==> src/rtl/usb_tx_pkg.sv <==
// -----------------------------------------------------------------------------
// usb_tx_pkg
// Shared types and constants for the USB full-speed transmit path.
//   tx_state_t   : serializer state encoding
//   SYNC_BYTE    : default sync pattern, sent LSB-first (0000_0001 on the wire)
//   STUFF_LIMIT  : default run of 1s after which a stuff 0 is inserted
//   EOP_BITS     : number of SE0 bit periods in an end-of-packet
// -----------------------------------------------------------------------------
package usb_tx_pkg;

   typedef enum logic [2:0] {
      IDLE,
      SYNC,
      DATA,
      EOP,
      POST
   } tx_state_t;

   localparam int unsigned DEF_CLKS_PER_BIT = 8;
   localparam logic [7:0]  SYNC_BYTE        = 8'h80;
   localparam int unsigned STUFF_LIMIT      = 6;
   localparam int unsigned EOP_BITS         = 2;

endpackage

==> src/rtl/usb_tx_serializer_if.sv <==
// -----------------------------------------------------------------------------
// usb_tx_serializer_if
// Byte handshake between a packet source and the TX serializer.
//   tx_data  : packet byte
//   tx_valid : tx_data/tx_last valid
//   tx_last  : current byte is the final byte of the packet
//   tx_ready : byte consumed on a cycle where tx_valid && tx_ready
// master = byte source, slave = serializer.
// -----------------------------------------------------------------------------
interface usb_tx_serializer_if;

   logic [7:0] tx_data;
   logic       tx_valid;
   logic       tx_last;
   logic       tx_ready;

   modport master (
      output tx_data,
      output tx_valid,
      output tx_last,
      input  tx_ready
   );

   modport slave (
      input  tx_data,
      input  tx_valid,
      input  tx_last,
      output tx_ready
   );

endinterface

==> src/rtl/bit_timer.sv <==
// -----------------------------------------------------------------------------
// bit_timer
// Bit-period divider shared by the USB TX and RX paths.
//   clk     : system clock
//   rst     : synchronous active-high reset
//   enable  : count while high; counter is held at 0 while low
//   clk_cnt : position within the bit period, 0..CLKS_PER_BIT-1
//   strobe  : high on the last clock of each bit period while enabled
// -----------------------------------------------------------------------------
module bit_timer #(
   parameter int unsigned CLKS_PER_BIT = 8,
   parameter int unsigned CNT_W        = $clog2(CLKS_PER_BIT)
) (
   input  logic             clk,
   input  logic             rst,
   input  logic             enable,
   output logic [CNT_W-1:0] clk_cnt,
   output logic             strobe
);

   localparam logic [CNT_W-1:0] LAST_CNT = CNT_W'(CLKS_PER_BIT - 1);

   always_ff @(posedge clk) begin
      if (rst || !enable) begin
         clk_cnt <= '0;
      end else if (clk_cnt == LAST_CNT) begin
         clk_cnt <= '0;
      end else begin
         clk_cnt <= clk_cnt + 1'b1;
      end
   end

   assign strobe = enable && (clk_cnt == LAST_CNT);

endmodule

==> src/rtl/usb_tx_serializer.sv <==
// -----------------------------------------------------------------------------
// usb_tx_serializer
// Byte-to-bit stage of the USB full-speed transmitter, feeding the NRZI encoder.
// Prepends SYNC, shifts bytes out LSB-first with bit stuffing, then sends a
// two-bit EOP followed by one idle bit.
//   clk          : system clock
//   rst          : synchronous active-high reset (aborts a packet, no EOP)
//   tx           : byte handshake (tx_data, tx_valid, tx_last, tx_ready)
//   d_orig       : unencoded bit, stable for the whole bit period
//   shift_enable : strobe on the last clock of each bit period
//   eop          : drive SE0
//   sending      : SYNC/DATA/EOP in progress; low means idle J
//   busy         : high from packet start through the post-EOP idle bit
//   tx_underrun  : pulse when a byte was needed but tx_valid was low
// -----------------------------------------------------------------------------
module usb_tx_serializer
   import usb_tx_pkg::*;
#(
   parameter int unsigned CLKS_PER_BIT = usb_tx_pkg::DEF_CLKS_PER_BIT,
   parameter logic [7:0]  SYNC_BYTE    = usb_tx_pkg::SYNC_BYTE,
   parameter int unsigned STUFF_LIMIT  = usb_tx_pkg::STUFF_LIMIT
) (
   input  logic          clk,
   input  logic          rst,
   usb_tx_serializer_if.slave tx,
   output logic          d_orig,
   output logic          shift_enable,
   output logic          eop,
   output logic          sending,
   output logic          busy,
   output logic          tx_underrun
);

   localparam int unsigned CNT_W    = $clog2(CLKS_PER_BIT);
   localparam logic [2:0]  STUFF_AT = 3'(STUFF_LIMIT);
   localparam logic [1:0]  EOP_LAST = 2'(EOP_BITS - 1);

   tx_state_t  state, state_nx;
   logic [7:0] shreg, shreg_nx;
   logic [2:0] bit_idx, bit_idx_nx;
   logic [2:0] ones_cnt, ones_nx;
   logic [2:0] ones_inc;
   logic       stuff, stuff_nx;
   logic       last_byte, last_nx;
   logic [1:0] eop_cnt, eop_cnt_nx;
   logic       advance;
   logic       tx_ready_c;

   logic [CNT_W-1:0] clk_cnt;
   logic             strobe;

   bit_timer #(
      .CLKS_PER_BIT (CLKS_PER_BIT),
      .CNT_W        (CNT_W)
   ) u_bit_timer (
      .clk     (clk),
      .rst     (rst),
      .enable  (state != IDLE),
      .clk_cnt (clk_cnt),
      .strobe  (strobe)
   );

   assign shift_enable = strobe;
   assign busy         = (state != IDLE);
   assign ones_inc     = ones_cnt + 3'd1;
   assign tx.tx_ready  = tx_ready_c;

   always_ff @(posedge clk) begin
      if (rst) begin
         state     <= IDLE;
         shreg     <= SYNC_BYTE;
         bit_idx   <= '0;
         ones_cnt  <= '0;
         stuff     <= 1'b0;
         last_byte <= 1'b0;
         eop_cnt   <= '0;
      end else begin
         state     <= state_nx;
         shreg     <= shreg_nx;
         bit_idx   <= bit_idx_nx;
         ones_cnt  <= ones_nx;
         stuff     <= stuff_nx;
         last_byte <= last_nx;
         eop_cnt   <= eop_cnt_nx;
      end
   end

   always_comb begin
      state_nx    = state;
      shreg_nx    = shreg;
      bit_idx_nx  = bit_idx;
      ones_nx     = ones_cnt;
      stuff_nx    = stuff;
      last_nx     = last_byte;
      eop_cnt_nx  = eop_cnt;
      advance     = 1'b0;
      tx_ready_c  = 1'b0;
      tx_underrun = 1'b0;
      d_orig      = 1'b1;
      eop         = 1'b0;
      sending     = 1'b0;

      case (state)
         IDLE: begin
            // Preload SYNC so its bit 0 is on d_orig from the first SYNC clock.
            shreg_nx   = SYNC_BYTE;
            bit_idx_nx = '0;
            ones_nx    = '0;
            stuff_nx   = 1'b0;
            last_nx    = 1'b0;
            eop_cnt_nx = '0;
            if (tx.tx_valid) begin
               state_nx = SYNC;
            end
         end

         SYNC, DATA: begin
            sending = 1'b1;
            d_orig  = stuff ? 1'b0 : shreg[0];
            if (strobe) begin
               // A stuff period holds the payload: the bit that triggered it is
               // only retired (shifted out) on the stuff bit's own strobe.
               if (stuff) begin
                  ones_nx  = '0;
                  stuff_nx = 1'b0;
                  advance  = 1'b1;
               end else if (shreg[0]) begin
                  ones_nx = ones_inc;
                  if (ones_inc == STUFF_AT) begin
                     stuff_nx = 1'b1;
                  end else begin
                     advance = 1'b1;
                  end
               end else begin
                  ones_nx = '0;
                  advance = 1'b1;
               end

               if (advance) begin
                  if (bit_idx == 3'd7) begin
                     if ((state == SYNC) || !last_byte) begin
                        if (tx.tx_valid) begin
                           tx_ready_c = 1'b1;
                           shreg_nx   = tx.tx_data;
                           last_nx    = tx.tx_last;
                           bit_idx_nx = '0;
                           state_nx   = DATA;
                        end else begin
                           tx_underrun = 1'b1;
                           state_nx    = EOP;
                        end
                     end else begin
                        state_nx = EOP;
                     end
                  end else begin
                     shreg_nx   = {1'b0, shreg[7:1]};
                     bit_idx_nx = bit_idx + 3'd1;
                  end
               end
            end
         end

         EOP: begin
            eop     = 1'b1;
            sending = 1'b1;
            if (strobe) begin
               if (eop_cnt == EOP_LAST) begin
                  eop_cnt_nx = '0;
                  state_nx   = POST;
               end else begin
                  eop_cnt_nx = eop_cnt + 2'd1;
               end
            end
         end

         POST: begin
            if (strobe) begin
               state_nx = IDLE;
            end
         end

         default: begin
            state_nx = IDLE;
         end
      endcase
   end

   // The strobe must coincide with the final count of the bit period.
   strobe_at_last_count: assert property (
      @(posedge clk) disable iff (rst)
      shift_enable |-> (clk_cnt == CNT_W'(CLKS_PER_BIT - 1))
   );

endmodule

==> src/flat_wrapper.sv <==
// flat-port wrapper written by rule: the top's interface ports become plain ports
module usb_tx_serializer_flat import usb_tx_pkg::*;
#(
   parameter int unsigned CLKS_PER_BIT = usb_tx_pkg::DEF_CLKS_PER_BIT,
   parameter logic [7:0]  SYNC_BYTE    = usb_tx_pkg::SYNC_BYTE,
   parameter int unsigned STUFF_LIMIT  = usb_tx_pkg::STUFF_LIMIT
)
  (clk, rst, d_orig, shift_enable, eop, sending, busy, tx_underrun, tx_tx_data, tx_tx_valid, tx_tx_last, tx_tx_ready);
  usb_tx_serializer_if tx_i ();
  input  logic clk;
  input  logic rst;
  output logic d_orig;
  output logic shift_enable;
  output logic eop;
  output logic sending;
  output logic busy;
  output logic tx_underrun;
  input wire logic [$bits(tx_i.tx_data)-1:0] tx_tx_data;
  input wire logic [$bits(tx_i.tx_valid)-1:0] tx_tx_valid;
  input wire logic [$bits(tx_i.tx_last)-1:0] tx_tx_last;
  output wire logic [$bits(tx_i.tx_ready)-1:0] tx_tx_ready;
  assign tx_i.tx_data = tx_tx_data;
  assign tx_i.tx_valid = tx_tx_valid;
  assign tx_i.tx_last = tx_tx_last;
  assign tx_tx_ready = tx_i.tx_ready;
  usb_tx_serializer #(.CLKS_PER_BIT(CLKS_PER_BIT), .SYNC_BYTE(SYNC_BYTE), .STUFF_LIMIT(STUFF_LIMIT)) u_core (.clk(clk), .rst(rst), .tx(tx_i), .d_orig(d_orig), .shift_enable(shift_enable), .eop(eop), .sending(sending), .busy(busy), .tx_underrun(tx_underrun));
endmodule
==> config.mk <==
export PLATFORM = sky130hd
export DESIGN_NAME = usb_tx_serializer_flat
export DESIGN_NICKNAME = d
export VERILOG_FILES = /design/src/rtl/usb_tx_pkg.sv /design/src/rtl/usb_tx_serializer_if.sv /design/src/rtl/bit_timer.sv /design/src/rtl/usb_tx_serializer.sv /design/src/flat_wrapper.sv
export SDC_FILE = /design/constraint.sdc
export NUM_CORES = 1
export LEC_CHECK = 0
export ABC_AREA = 1
export CAP_MARGIN = 15
export CELL_PAD_IN_SITES_DETAIL_PLACEMENT = 1
export CELL_PAD_IN_SITES_GLOBAL_PLACEMENT = 1
export CORE_AREA = 10 10 71 73
export DETAILED_ROUTE_END_ITERATION = 10
export DIE_AREA = 0 0 81 83
export PLACE_DENSITY = 0.87
export SETUP_SLACK_MARGIN = 0.4
export SLEW_MARGIN = 20
export SYNTH_ARGS = -nofsm -noshare
export SYNTH_HDL_FRONTEND = slang
export SYNTH_SLANG_ARGS = --single-unit
==> constraint.sdc <==
create_clock -name clk -period 2.9 [get_ports clk]
set_input_delay 0.435 -clock clk [delete_from_list [all_inputs] [get_ports clk]]
set_output_delay 0.435 -clock clk [all_outputs]
set_load 0.05 [all_outputs]
==> results of run 1 <==
metrics by stage:
| stage | util, % | cell area (sq um) |
|---|---|---|
| 5_1_grt | 47.3 | 1720 |
| 3_5_place_dp | 46.1 | 1670 |
| 4_1_cts | 47.2 | 1720 |
| 3_3_place_gp | 46.1 | 1670 |
| 2_1_floorplan | - | 1450 |
| 6_report | 47.3 | 1720 |
logic make-up after synthesis:
family	count (synthesis)
AOI/OAI and AO/OA	21
adders and majority gates	6
buffers and inverters	34
DFF	24
and+or+nand+nor	133
cells in the mapped netlist, drive strengths merged:
library cell and count:
nand2 63, nor2 50, inv 27, dfxtp 24
a21oi 14, nand3 13, nand4 7, o21ai 7
ha 6, buf 5, clkbuf 1, clkinv 1
power by group:
part	internal [W]	switching, W	total [W]
clock network	0.0000935	0.000113	0.000206
registers	0.000438	0.0000714	0.000510
logic	0.000381	0.000785	0.00117
metal layers:
layer | vias up | wire [um] | track usage [%] | part of all wire, %
met2 | 17 | 1880 | 18.9 | 52
met4 | 0 | 66 | 5.01 | 1.8
met3 | 6 | 70 | 1.51 | 1.9
li1 | 714 | - | - | -
met1 | 648 | 1620 | 12.6 | 45
met5 | - | 0 | 0 | 0
flip-flops by register name, summed over array words and instances, names as in the netlist:
register                    flops
u_core.u_bit_timer.clk_cnt      3
u_core.shreg                    8
u_core.ones_cnt                 3
u_core.stuff                    1
u_core.last_byte                1
u_core.bit_idx                  3
u_core.state                    3
u_core.eop_cnt                  2
worst paths after layout:
| path | end | cells past startpoint |
|---|---|---|
| min reg2reg | u_core.u_bit_timer.clk_cnt[0]$_SDFF_PP0_ | 1 |
| min | u_core.u_bit_timer.clk_cnt[0]$_SDFF_PP0_ | 1 |
| max reg2reg | u_core.bit_idx[1]$_SDFFE_PP0P_ | 10 |
| max | eop | 3 |
cell type report:
| cell class | instances | share of cell area (%) |
|---|---|---|
| Clock buffer | 3 | 2.40 |
| Inverter | 28 | 6.11 |
| Multi-Input combinational cell | 160 | 47.7 |
| Sequential cell | 24 | 27.9 |
| Tap cell | 48 | 3.49 |
| Timing Repair Buffer | 19 | 12.4 |
repair_timing:
action	4_1_cts	5_1_grt
hold buffers	0	0
gates resized for setup	0	2
endpoints found under the setup margin	0	2
==> flow_summary_export.csv, run 1 <==
group,metric,value,unit
setup_path,timing_worst_setup_path_type,"reg -> out",
timing,rsz_0062_raised_after_global_routing,"false",
setup_path,worst_setup_path_startpoint,"u_core.state[1]$_SDFFE_PP0P_",
worst_hold_path,hold_path.class,"reg -> reg",
cells_and_area,antennaDiodeCount,0,
clock_tree,cts_tree,"yes",
floorplan,placementRows,22,
global_route,antenna_found_initial,0,
clock_tree,cts_setup_buffers,0,
setup_path,critical_path.max_fanout,6,
global_route,first_global_vias,1385,
status,outcome,"complete, no violations",
cells_and_area,final_nets,254,
timing,final_period_demand_of_the_worst_path,2.36,ns
synthesis,synth-compound-area-share,7.52,%
worst_hold_path,timing.hold.worst.start,"u_core.u_bit_timer.clk_cnt[0]$_SDFF_PP0_",
synthesis,synthXorXnorAreaFrac,0,%
setup_path,critPathSlowestCell,"sky130_fd_sc_hd__clkdlybuf4s50_1",
floorplan,fp.coreArea,3630,sq um
route,route.detailed.drc,0,
synthesis,synth_sequential_area_ratio,33.2,%
setup_path,worst_setup_path_start_kind,"flip-flop",
clock_tree,clock_tree.buffer_depth,2,
setup_path,crit_required,2.47,ns
route,totalWireLength,3.63,mm
place,placement.io_buffers,18,
clock_tree,clock_insertion_delay_worst_skew,0.28,ns
place,place.detailed.hpwl,2.70,mm
setup_path,timing.critical_path.arrival,1.93,ns
cells_and_area,area.growth.synth_to_final,18.8,%
floorplan,die_area,6720,sq um
power_and_ir_drop,static_leakage,0.779,nW
timing,timing_hold_violations_final,0,
floorplan,top_level_ports,19,
clock_tree,root_buffer,"sky130_fd_sc_hd__clkbuf_8",
cells_and_area,final_layout_size_suffix_gt1_share,11.5,%
power_and_ir_drop,vdd_ir_drop_max,0.378,mV
clock_tree,cts.htree.levels,1,
timing,tns,0,ns
place,placed_cells_incl_taps,279,
floorplan,dieWidth,81,um
run,max-cap-violations,0,
floorplan,floorplan.initialDensity,39.8,%
timing,timing.fmax,423,MHz
route,vias_per_cell,4.91,
synthesis,ys.warnings.count,0,
global_route,largest_net_degree_at_the_start_of_global_routing,20,
synthesis,postSynthNetCount,236,
cells_and_area,final_common_cell,"sky130_fd_sc_hd__nand2_1",
synthesis,post_synth_fa_ha_maj_area_fraction,5.19,%
cells_and_area,multiInputGateArea,821,sq um
synthesis,synth.cell_area,1450,sq um
cells_and_area,layout.cells.non_filler,282,
setup_path,crit_path_end_kind,"output port",
synthesis,syn_area_per_cell,6.64,sq um
timing,hold-worst-slack,0.424,ns
setup_path,timing.reg2reg.setup_slack,1.33,ns
synthesis,combinational_family_with_the_most_area_after_synthesis,"simple AND/OR/NAND/NOR gates",
setup_path,cp_num_buf_inv,1,
route,wl_per_cell,12.9,um
route,dr_total_vias,1385,
synthesis,netlist_top_cells_area,"sky130_fd_sc_hd__dfxtp_1 33%, sky130_fd_sc_hd__nand2_1 14%, sky130_fd_sc_hd__nor2_1 11%, sky130_fd_sc_hd__inv_1 6.7%, sky130_fd_sc_hd__ha_1 5.2%",
setup_path,crit_reg_reg_startpoint,"u_core.ones_cnt[0]$_SDFFE_PP0P_",
synthesis,synth_cells,218,
synthesis,netlist-cell-type-count,23,
clock_tree,cts-buffers-inserted,3,
timing,layout_worst_path_cycle_share,81.5,%
global_route,grt_overflow,0,
place,dp_slack,0.603,ns
synthesis,synth_simple_gate_area_share,44.0,%
global_route,groute.usage.overall,10.9,%
timing,finalMaxSlewViolations,0,
route,drtPass1Iterations,4,
route,antenna_left,0,
cells_and_area,num-fill-cells,483,
power_and_ir_drop,post-layout-total-power,0.00188,W
setup_path,critical-path-max-stage-delay,0.86,ns
setup_path,path_cells,"nand2_1 > nor2_2 > clkdlybuf4s50_1",
setup_path,crit_path_leading_delay_family,"buffers and inverters",
timing,finalClockSkew,0.00461,ns
route,drc_marker_count_from_the_first_detailed_route_iteration,56,
cells_and_area,highest_count_cells_in_the_layout_ignoring_fill_and_taps,"55 x sky130_fd_sc_hd__nand2_1, 44 x sky130_fd_sc_hd__nor2_1, 26 x sky130_fd_sc_hd__inv_1, 24 x sky130_fd_sc_hd__dfxtp_1, 14 x sky130_fd_sc_hd__clkdlybuf4s50_1",
clock_tree,clk_pin_slew_worst_paths,0.08,ns
clock_tree,tritoncts_num_sinks,24,
cells_and_area,storage_cell_area,480,sq um
timing,final_critical_path_setup_slack,0.537,ns
synthesis,post-synth-top-area-fraction,33.2,%
timing,tightest_slew,0.569,ns
place,gp_congestion,0.825,
synthesis,yosys.area.top_type,"sky130_fd_sc_hd__dfxtp_1",
timing,setup_viol_count_final,0,
synthesis,synth.area.mux_share,0,%
global_route,grt_pass1_wl,6.11,mm
power_and_ir_drop,power_per_cell_area,1090,nW/um^2
timing,relative_slew_slack,61.8,%
synthesis,ys_ff_latch,24,
floorplan,die_h,83,um
(Power assumes the default switching activity.)
==> run 2, diff against run 1 <==
Settings changed: CORE_AREA 10 10 71 73 to 10 10 77 79, DIE_AREA 0 0 81 83 to 0 0 87 89, PLACE_DENSITY 0.87 to 0.77.
Clock period 2.9 ns to 2.1 ns, I/O delays scaled along.
==> run 2 against run 1 <==
Compared with the run above: critical path type unchanged; sequential share of layout area shrank 2.8 points; wire length grew 15%; core utilization shrank 3.5 points; global-route usage shrank 0.55 points; largest cell class unchanged.
==> flow_summary_export.csv, run 2 (synthesis gave the netlist of run 1 again) <==
group,metric,value,unit
timing,relative_slew_slack,84.0,%
cells_and_area,area.growth.synth_to_final,37.5,%
route,vias_per_cell,4.75,
timing,finalClockSkew,0.00195,ns
global_route,groute.usage.overall,10.4,%
place,placement.io_buffers,18,
worst_hold_path,whs_path_depth,1,
setup_path,r2r.worst_path.cells,10,
power_and_ir_drop,total_switching_power,0.00155,W
setup_path,critical_path.max_fanout,4,
worst_hold_path,timing.hold.worst.start,"u_core.u_bit_timer.clk_cnt[0]$_SDFF_PP0_",
floorplan,die_h,89,um
setup_path,timing.reg2reg.setup_slack,0.45,ns
route,drc_marker_count_from_the_first_detailed_route_iteration,70,
setup_path,crit_reg_reg_startpoint,"u_core.u_bit_timer.clk_cnt[0]$_SDFF_PP0_",
cells_and_area,final_core_util,43.9,%
route,route.detailed.drc,0,
global_route,largest_net_degree_at_the_start_of_global_routing,20,
route,drtPass1Iterations,4,
cells_and_area,multiInputGateArea,952,sq um
floorplan,die_area,7740,sq um
cells_and_area,final_nets,269,
status,outcome,"complete, no violations",
floorplan,top_level_ports,19,
setup_path,crit_required,1.78,ns
timing,tns,0,ns
global_route,grt_overflow,0,
place,gp_congestion,0.751,
place,placed_cells_incl_taps,287,
power_and_ir_drop,vdd_ir_drop_max,0.485,mV
timing,timing_hold_violations_final,0,
cells_and_area,final_common_cell,"sky130_fd_sc_hd__nand2_1",
worst_hold_path,timing.hold.worst_endpoint,"u_core.u_bit_timer.clk_cnt[0]$_SDFF_PP0_",
power_and_ir_drop,power_per_cell_area,1570,nW/um^2
global_route,first_global_vias,1432,
setup_path,timing.critical_path.arrival,1.54,ns
timing,finalMaxSlewViolations,0,
floorplan,placementRows,25,
floorplan,floorplan.initialDensity,31.9,%
cells_and_area,layout.cells.non_filler,304,
timing,rsz_0062_raised_after_global_routing,"true",
clock_tree,cts-buffers-inserted,3,
route,wl_per_cell,13.8,um
clock_tree,clk_pin_slew_worst_paths,0.09,ns
clock_tree,cts.htree.levels,1,
cells_and_area,num-fill-cells,562,
clock_tree,tritoncts_num_sinks,24,
power_and_ir_drop,p_int,0.00157,W
place,place.detailed.hpwl,2.78,mm
clock_tree,cts_tree,"yes",
cells_and_area,largest_register_ffs,8,
floorplan,dieWidth,87,um
power_and_ir_drop,power.switching_fraction,49.6,%
cells_and_area,storage_cell_area,499,sq um
cells_and_area,final_layout_size_suffix_gt1_share,30.0,%
route,antenna_left,0,
global_route,antenna_found_initial,0,
floorplan,fp.coreArea,4540,sq um
worst_hold_path,hold_path.class,"reg -> reg",
route,totalWireLength,4.19,mm
power_and_ir_drop,power.share.combinational,65.5,%
setup_path,crit_path_end_kind,"output port",
timing,final_period_demand_of_the_worst_path,1.86,ns
setup_path,timing_worst_setup_path_type,"reg -> out",
timing,setup_viol_count_final,0,
power_and_ir_drop,power.share.sequential,23.9,%
cells_and_area,largest_register,"u_core.shreg",
global_route,grt_pass1_wl,6.51,mm
route,dr_total_vias,1444,
clock_tree,root_buffer,"sky130_fd_sc_hd__clkbuf_8",
power_and_ir_drop,static_leakage,0.856,nW
setup_path,worst_setup_path_start_kind,"flip-flop",
timing,layout_worst_path_cycle_share,88.4,%
timing,hold-worst-slack,0.447,ns
power_and_ir_drop,power.share.clock,10.6,%
clock_tree,clock_insertion_delay_worst_skew,0.28,ns
clock_tree,clock_tree.buffer_depth,2,
cells_and_area,antennaDiodeCount,0,
timing,timing.fmax,538,MHz
cells_and_area,highest_count_cells_in_the_layout_ignoring_fill_and_taps,"49 x sky130_fd_sc_hd__nand2_1, 41 x sky130_fd_sc_hd__nor2_1, 21 x sky130_fd_sc_hd__inv_1, 18 x sky130_fd_sc_hd__buf_4, 17 x sky130_fd_sc_hd__dfxtp_1",
setup_path,r2r_end,"u_core.last_byte$_SDFFE_PP0P_",
timing,tightest_slew,0.239,ns
run,max-cap-violations,0,
## run 2: critical path: stages, from the launching register on
cell and delay [ns]:
sky130_fd_sc_hd__dfxtp_4 0.38, sky130_fd_sc_hd__inv_4 0.09, sky130_fd_sc_hd__nand2_2 0.08, sky130_fd_sc_hd__nand2_2 0.07, sky130_fd_sc_hd__nand2_2 0.06, sky130_fd_sc_hd__a21oi_4 0.18, sky130_fd_sc_hd__nand3_4 0.12, sky130_fd_sc_hd__nor2_4 0.14
sky130_fd_sc_hd__buf_12 0.14
## run 2: area by class of cell
type | count | area share, %
Inverter | 28 | 5.66
Tap cell | 54 | 3.39
Clock buffer | 4 | 2.77
Timing Repair Buffer | 32 | 15.3
Sequential cell | 24 | 25.1
Multi-Input combinational cell | 162 | 47.8
## run 2: metrics by stage
stage / total power (W) / cell area (sq um) / worst slack, ns
after floorplan: 0.00199 / 1460 / 0.294
after global placement: 0.00235 / 1710 / 0.225
after detailed placement: 0.00240 / 1710 / 0.169
after CTS: 0.00295 / 1890 / 0.231
after global routing: 0.00340 / 1990 / 0.164
final: 0.00312 / 1990 / 0.243
## run 2: power by group through the flow
| stage | Clock (W) | Combinational (W) | Sequential [W] |
|---|---|---|---|
| global placement | 0 | 0.00165 | 0.000706 |
| floorplan | 0 | 0.00130 | 0.000688 |
| CTS | 0.000342 | 0.00189 | 0.000716 |
| detailed placement | 0 | 0.00169 | 0.000712 |
| finish | 0.000331 | 0.00204 | 0.000746 |
| global route | 0.000355 | 0.00228 | 0.000766 |
## run 2: how the worst max path moves through the flow
stage / startpoint / end / cells after the start
after CTS: u_core.ones_cnt[1]$_SDFFE_PP0P_ / tx_tx_ready / 9
after global placement: tx_tx_valid / tx_tx_ready / 8
after floorplan: u_core.bit_idx[0]$_SDFFE_PP0P_ / tx_tx_ready / 7
after global routing: u_core.state[0]$_SDFFE_PP0P_ / tx_underrun / 8
final: u_core.state[0]$_SDFFE_PP0P_ / tx_underrun / 8
after detailed placement: tx_tx_valid / tx_tx_ready / 8
## run 2: routing by layer
layer / global-route usage (%) / share of wire (%) / up-vias
met5: 0 / 0 / -
met4: 4.86 / 1.6 / 0
met3: 1.64 / 1.6 / 5
met2: 18.0 / 49 / 11
met1: 12.1 / 47 / 680
li1: - / - / 748
## run 2: timing repair
item,in CTS,in global routing
setup endpoints to repair,4,6
gates resized for setup,25,16
gates cloned,0,2
hold buffers,0,0
pin swaps,7,11
buffers inserted,6,5
==> run 3, diff against run 2 <==
Settings changed: CORE_AREA 10 10 77 79 to 10 10 71 73, DIE_AREA 0 0 87 89 to 0 0 81 83, DONT_BUFFER_PORTS set to 1, PLACE_DENSITY 0.77 to 0.78, SYNTH_HIERARCHICAL set to 1.
==> run 3 against run 2 <==
Compared with the run above: the run now ends with negative setup slack left; final area increased by 7.8%; clock skew decreased by 0.00055 ns; sequential share of layout area decreased by 2.0 points; clock power decreased by 11%; highest routed layer unchanged; core utilization increased by 15 points; sequential cell count unchanged; die area decreased by 13%; non-clock buffer count increased by 10; via count increased by 14%.
==> flow_summary_export.csv, run 3 <==
group,metric,value,unit
status,outcome,"complete, but fails checks",
status,violations,"negative setup slack",
timing,tns,-0.161,ns
cells_and_area,antennaDiodeCount,0,
synthesis,post-synth-top-area-fraction,34.9,%
setup_path,timing_worst_setup_path_type,"reg -> reg",
setup_path,worst_setup_path_startpoint,"u_core/state[1]$_SDFFE_PP0P_",
run,max-cap-violations,0,
timing,timing_hold_violations_final,0,
setup_path,critical-path-max-stage-delay,0.37,ns
route,route.detailed.drc,0,
cells_and_area,largest_register,"u_core/shreg",
global_route,grt_pass1_wl,7.63,mm
power_and_ir_drop,power_per_cell_area,1830,nW/um^2
global_route,grt_overflow,0,
place,placement.io_buffers,0,
clock_tree,tritoncts_num_sinks,24,
synthesis,synth.cell_area,1380,sq um
timing,final_critical_path_setup_slack,-0.113,ns
cells_and_area,final_layout_size_suffix_gt1_share,38.5,%
synthesis,ys_ff_latch,24,
clock_tree,cts_tree,"yes",
timing,finalMaxSlewViolations,0,
synthesis,yosys.area.top_type,"sky130_fd_sc_hd__dfxtp_1",
global_route,first_global_vias,1579,
setup_path,timing.reg2reg.setup_slack,-0.11,ns
cells_and_area,final_nets,279,
power_and_ir_drop,post-layout-total-power,0.00392,W
floorplan,placementRows,22,
floorplan,dieWidth,81,um
synthesis,postSynthNetCount,237,
timing,final_period_demand_of_the_worst_path,2.21,ns
synthesis,asyncSetResetFlopFracSynth,0,%
route,dr_total_vias,1639,
timing,rsz_0062_raised_after_global_routing,"true",
timing,setup_viol_count_final,4,
floorplan,fp.coreArea,3630,sq um
worst_hold_path,hold_path.class,"in -> reg",
setup_path,path_cells,"nor2_4 > nand2_8 > nand2_4 > clkinvlp_4 > inv_2 > nand2_2 > buf_4 > buf_4 > buf_4 > buf_4 > buf_4 > buf_4 > buf_4 > nand3_1 > a21oi_2",
setup_path,critical_path.max_fanout,6,
timing,tightest_slew,0.647,ns
floorplan,top_level_ports,19,
synthesis,synth_common_cells,"70 x sky130_fd_sc_hd__nand2_1, 41 x sky130_fd_sc_hd__nor2_1, 24 x sky130_fd_sc_hd__dfxtp_1, 22 x sky130_fd_sc_hd__inv_1, 13 x sky130_fd_sc_hd__nand4_1",
global_route,largest_net_degree_at_the_start_of_global_routing,17,
synthesis,syn_area_per_cell,6.29,sq um
synthesis,synth.area.mux_share,0,%
worst_hold_path,timing.hold.worst.start,"rst",
power_and_ir_drop,vdd_ir_drop_max,0.619,mV
cells_and_area,largest_register_ffs,8,
setup_path,crit_reg_reg_startpoint,"u_core/state[1]$_SDFFE_PP0P_",
clock_tree,cts-buffers-inserted,3,
setup_path,timing.critical_path.arrival,2.39,ns
power_and_ir_drop,static_leakage,0.980,nW
global_route,antenna_found_initial,0,
place,dp_slack,0.134,ns
floorplan,die_h,83,um
setup_path,cp_common_cell,"sky130_fd_sc_hd__buf_4",
synthesis,synthXorXnorAreaFrac,0,%
place,gp_congestion,0.851,
timing,relative_slew_slack,56.8,%
synthesis,ys.warnings.count,6,
floorplan,die_area,6720,sq um
setup_path,worst_setup_path_start_kind,"flip-flop",
synthesis,main_flop_type_after_synthesis,"sky130_fd_sc_hd__dfxtp_1",
clock_tree,cts.htree.levels,1,
timing,layout_worst_path_cycle_share,105,%
synthesis,synth_simple_gate_area_share,44.8,%
route,vias_per_cell,5.32,
synthesis,netlist-cell-type-count,19,
clock_tree,clock_tree.buffer_depth,2,
synthesis,synth-compound-area-share,5.90,%
setup_path,crit_required,2.27,ns
synthesis,yosys.cell_count.top_type,"sky130_fd_sc_hd__nand2_1",
route,drtPass1Iterations,4,
clock_tree,root_buffer,"sky130_fd_sc_hd__clkbuf_8",
synthesis,netlist_top_cells_area,"sky130_fd_sc_hd__dfxtp_1 35%, sky130_fd_sc_hd__nand2_1 19%, sky130_fd_sc_hd__nor2_1 11%, sky130_fd_sc_hd__inv_1 6.0%, sky130_fd_sc_hd__nand4_1 5.9%",
synthesis,post_synth_fa_ha_maj_area_fraction,5.45,%
route,drc_marker_count_from_the_first_detailed_route_iteration,126,
synthesis,synth_cells,219,
setup_path,critPathSlowestCell,"sky130_fd_sc_hd__dfxtp_4",
cells_and_area,area.growth.synth_to_final,55.8,%
cells_and_area,highest_count_cells_in_the_layout_ignoring_fill_and_taps,"60 x sky130_fd_sc_hd__nand2_1, 33 x sky130_fd_sc_hd__nor2_1, 26 x sky130_fd_sc_hd__buf_4, 18 x sky130_fd_sc_hd__dfxtp_1, 17 x sky130_fd_sc_hd__inv_1",
cells_and_area,final_common_cell,"sky130_fd_sc_hd__nand2_1",
clock_tree,clk_pin_slew_worst_paths,0.09,ns
route,antenna_left,0,
synthesis,synth_enable_flop_cells,0,
setup_path,cp_num_buf_inv,9,
cells_and_area,final_core_util,59.1,%
synthesis,combinational_family_with_the_most_area_after_synthesis,"simple AND/OR/NAND/NOR gates",
global_route,groute.usage.overall,14.0,%
synthesis,synth_sequential_area_ratio,34.9,%
floorplan,floorplan.initialDensity,37.9,%
place,place.detailed.hpwl,2.81,mm
timing,hold-worst-slack,0.0956,ns
timing,timing.fmax,452,MHz
route,wl_per_cell,18.5,um
setup_path,crit_path_leading_delay_family,"buffers and inverters",
route,totalWireLength,5.71,mm
setup_path,crit_path_end_kind,"flip-flop",
clock_tree,clock_insertion_delay_worst_skew,0.27,ns
timing,finalClockSkew,0.00140,ns
-- run 3: final cells by class --
class                           count  area, sq um
Clock buffer                        4         45.0
Fill cell                         448         1490
Inverter                           23          103
Multi-Input combinational cell    167         1040
Sequential cell                    24          495
Tap cell                           48         60.1
Timing Repair Buffer               42          405
-- run 3: kinds of logic (layout without fill, tap and decap cells) --
logic type,Yosys count,count (layout)
AND/OR/NAND/NOR,145,146
buffers and inverters,29,69
flip-flops,24,24
AO/OA/AOI/OAI,15,15
adder cells (fa/ha/maj),6,6
-- run 3: worst paths after layout --
| kind | end | cells after the start |
|---|---|---|
| max | u_core/ones_cnt[2]$_SDFFE_PP0P_ | 15 |
| min | u_core/ones_cnt[2]$_SDFFE_PP0P_ | 1 |
| max reg2reg | u_core/ones_cnt[2]$_SDFFE_PP0P_ | 15 |
| min reg2reg | u_core/eop_cnt[1]$_SDFFE_PP0P_ | 2 |
-- run 3: layer usage --
metal	share of wire, %	GRT usage, %
met1	42	16.7
met2	49	22.6
met3	4.9	3.66
met4	4.0	6.10
met5	0	0
-- run 3: stage by stage --
step	cells	instance area (sq um)
final	308	2150
after CTS	292	1810
after global routing	308	2150
after global placement	271	1600
after floorplan	219	1480
after detailed placement	271	1600
-- run 3: power by group --
| part | leakage (nW) | switching [W] | internal, W |
|---|---|---|---|
| registers | 0.200 | 0.000142 | 0.000628 |
| clock network | 0.0228 | 0.000159 | 0.000136 |
| logic | 0.757 | 0.00166 | 0.00120 |
| total | 0.980 | 0.00196 | 0.00196 |
-- run 3: timing repair --
item                                    in CTS  in global routing
hold buffers                                 0                  0
endpoints found under the setup margin      14                 22
buffers inserted                            16                 15
pin swaps                                    8                 19
resized for setup                           11                 59
cloned                                       1                  1
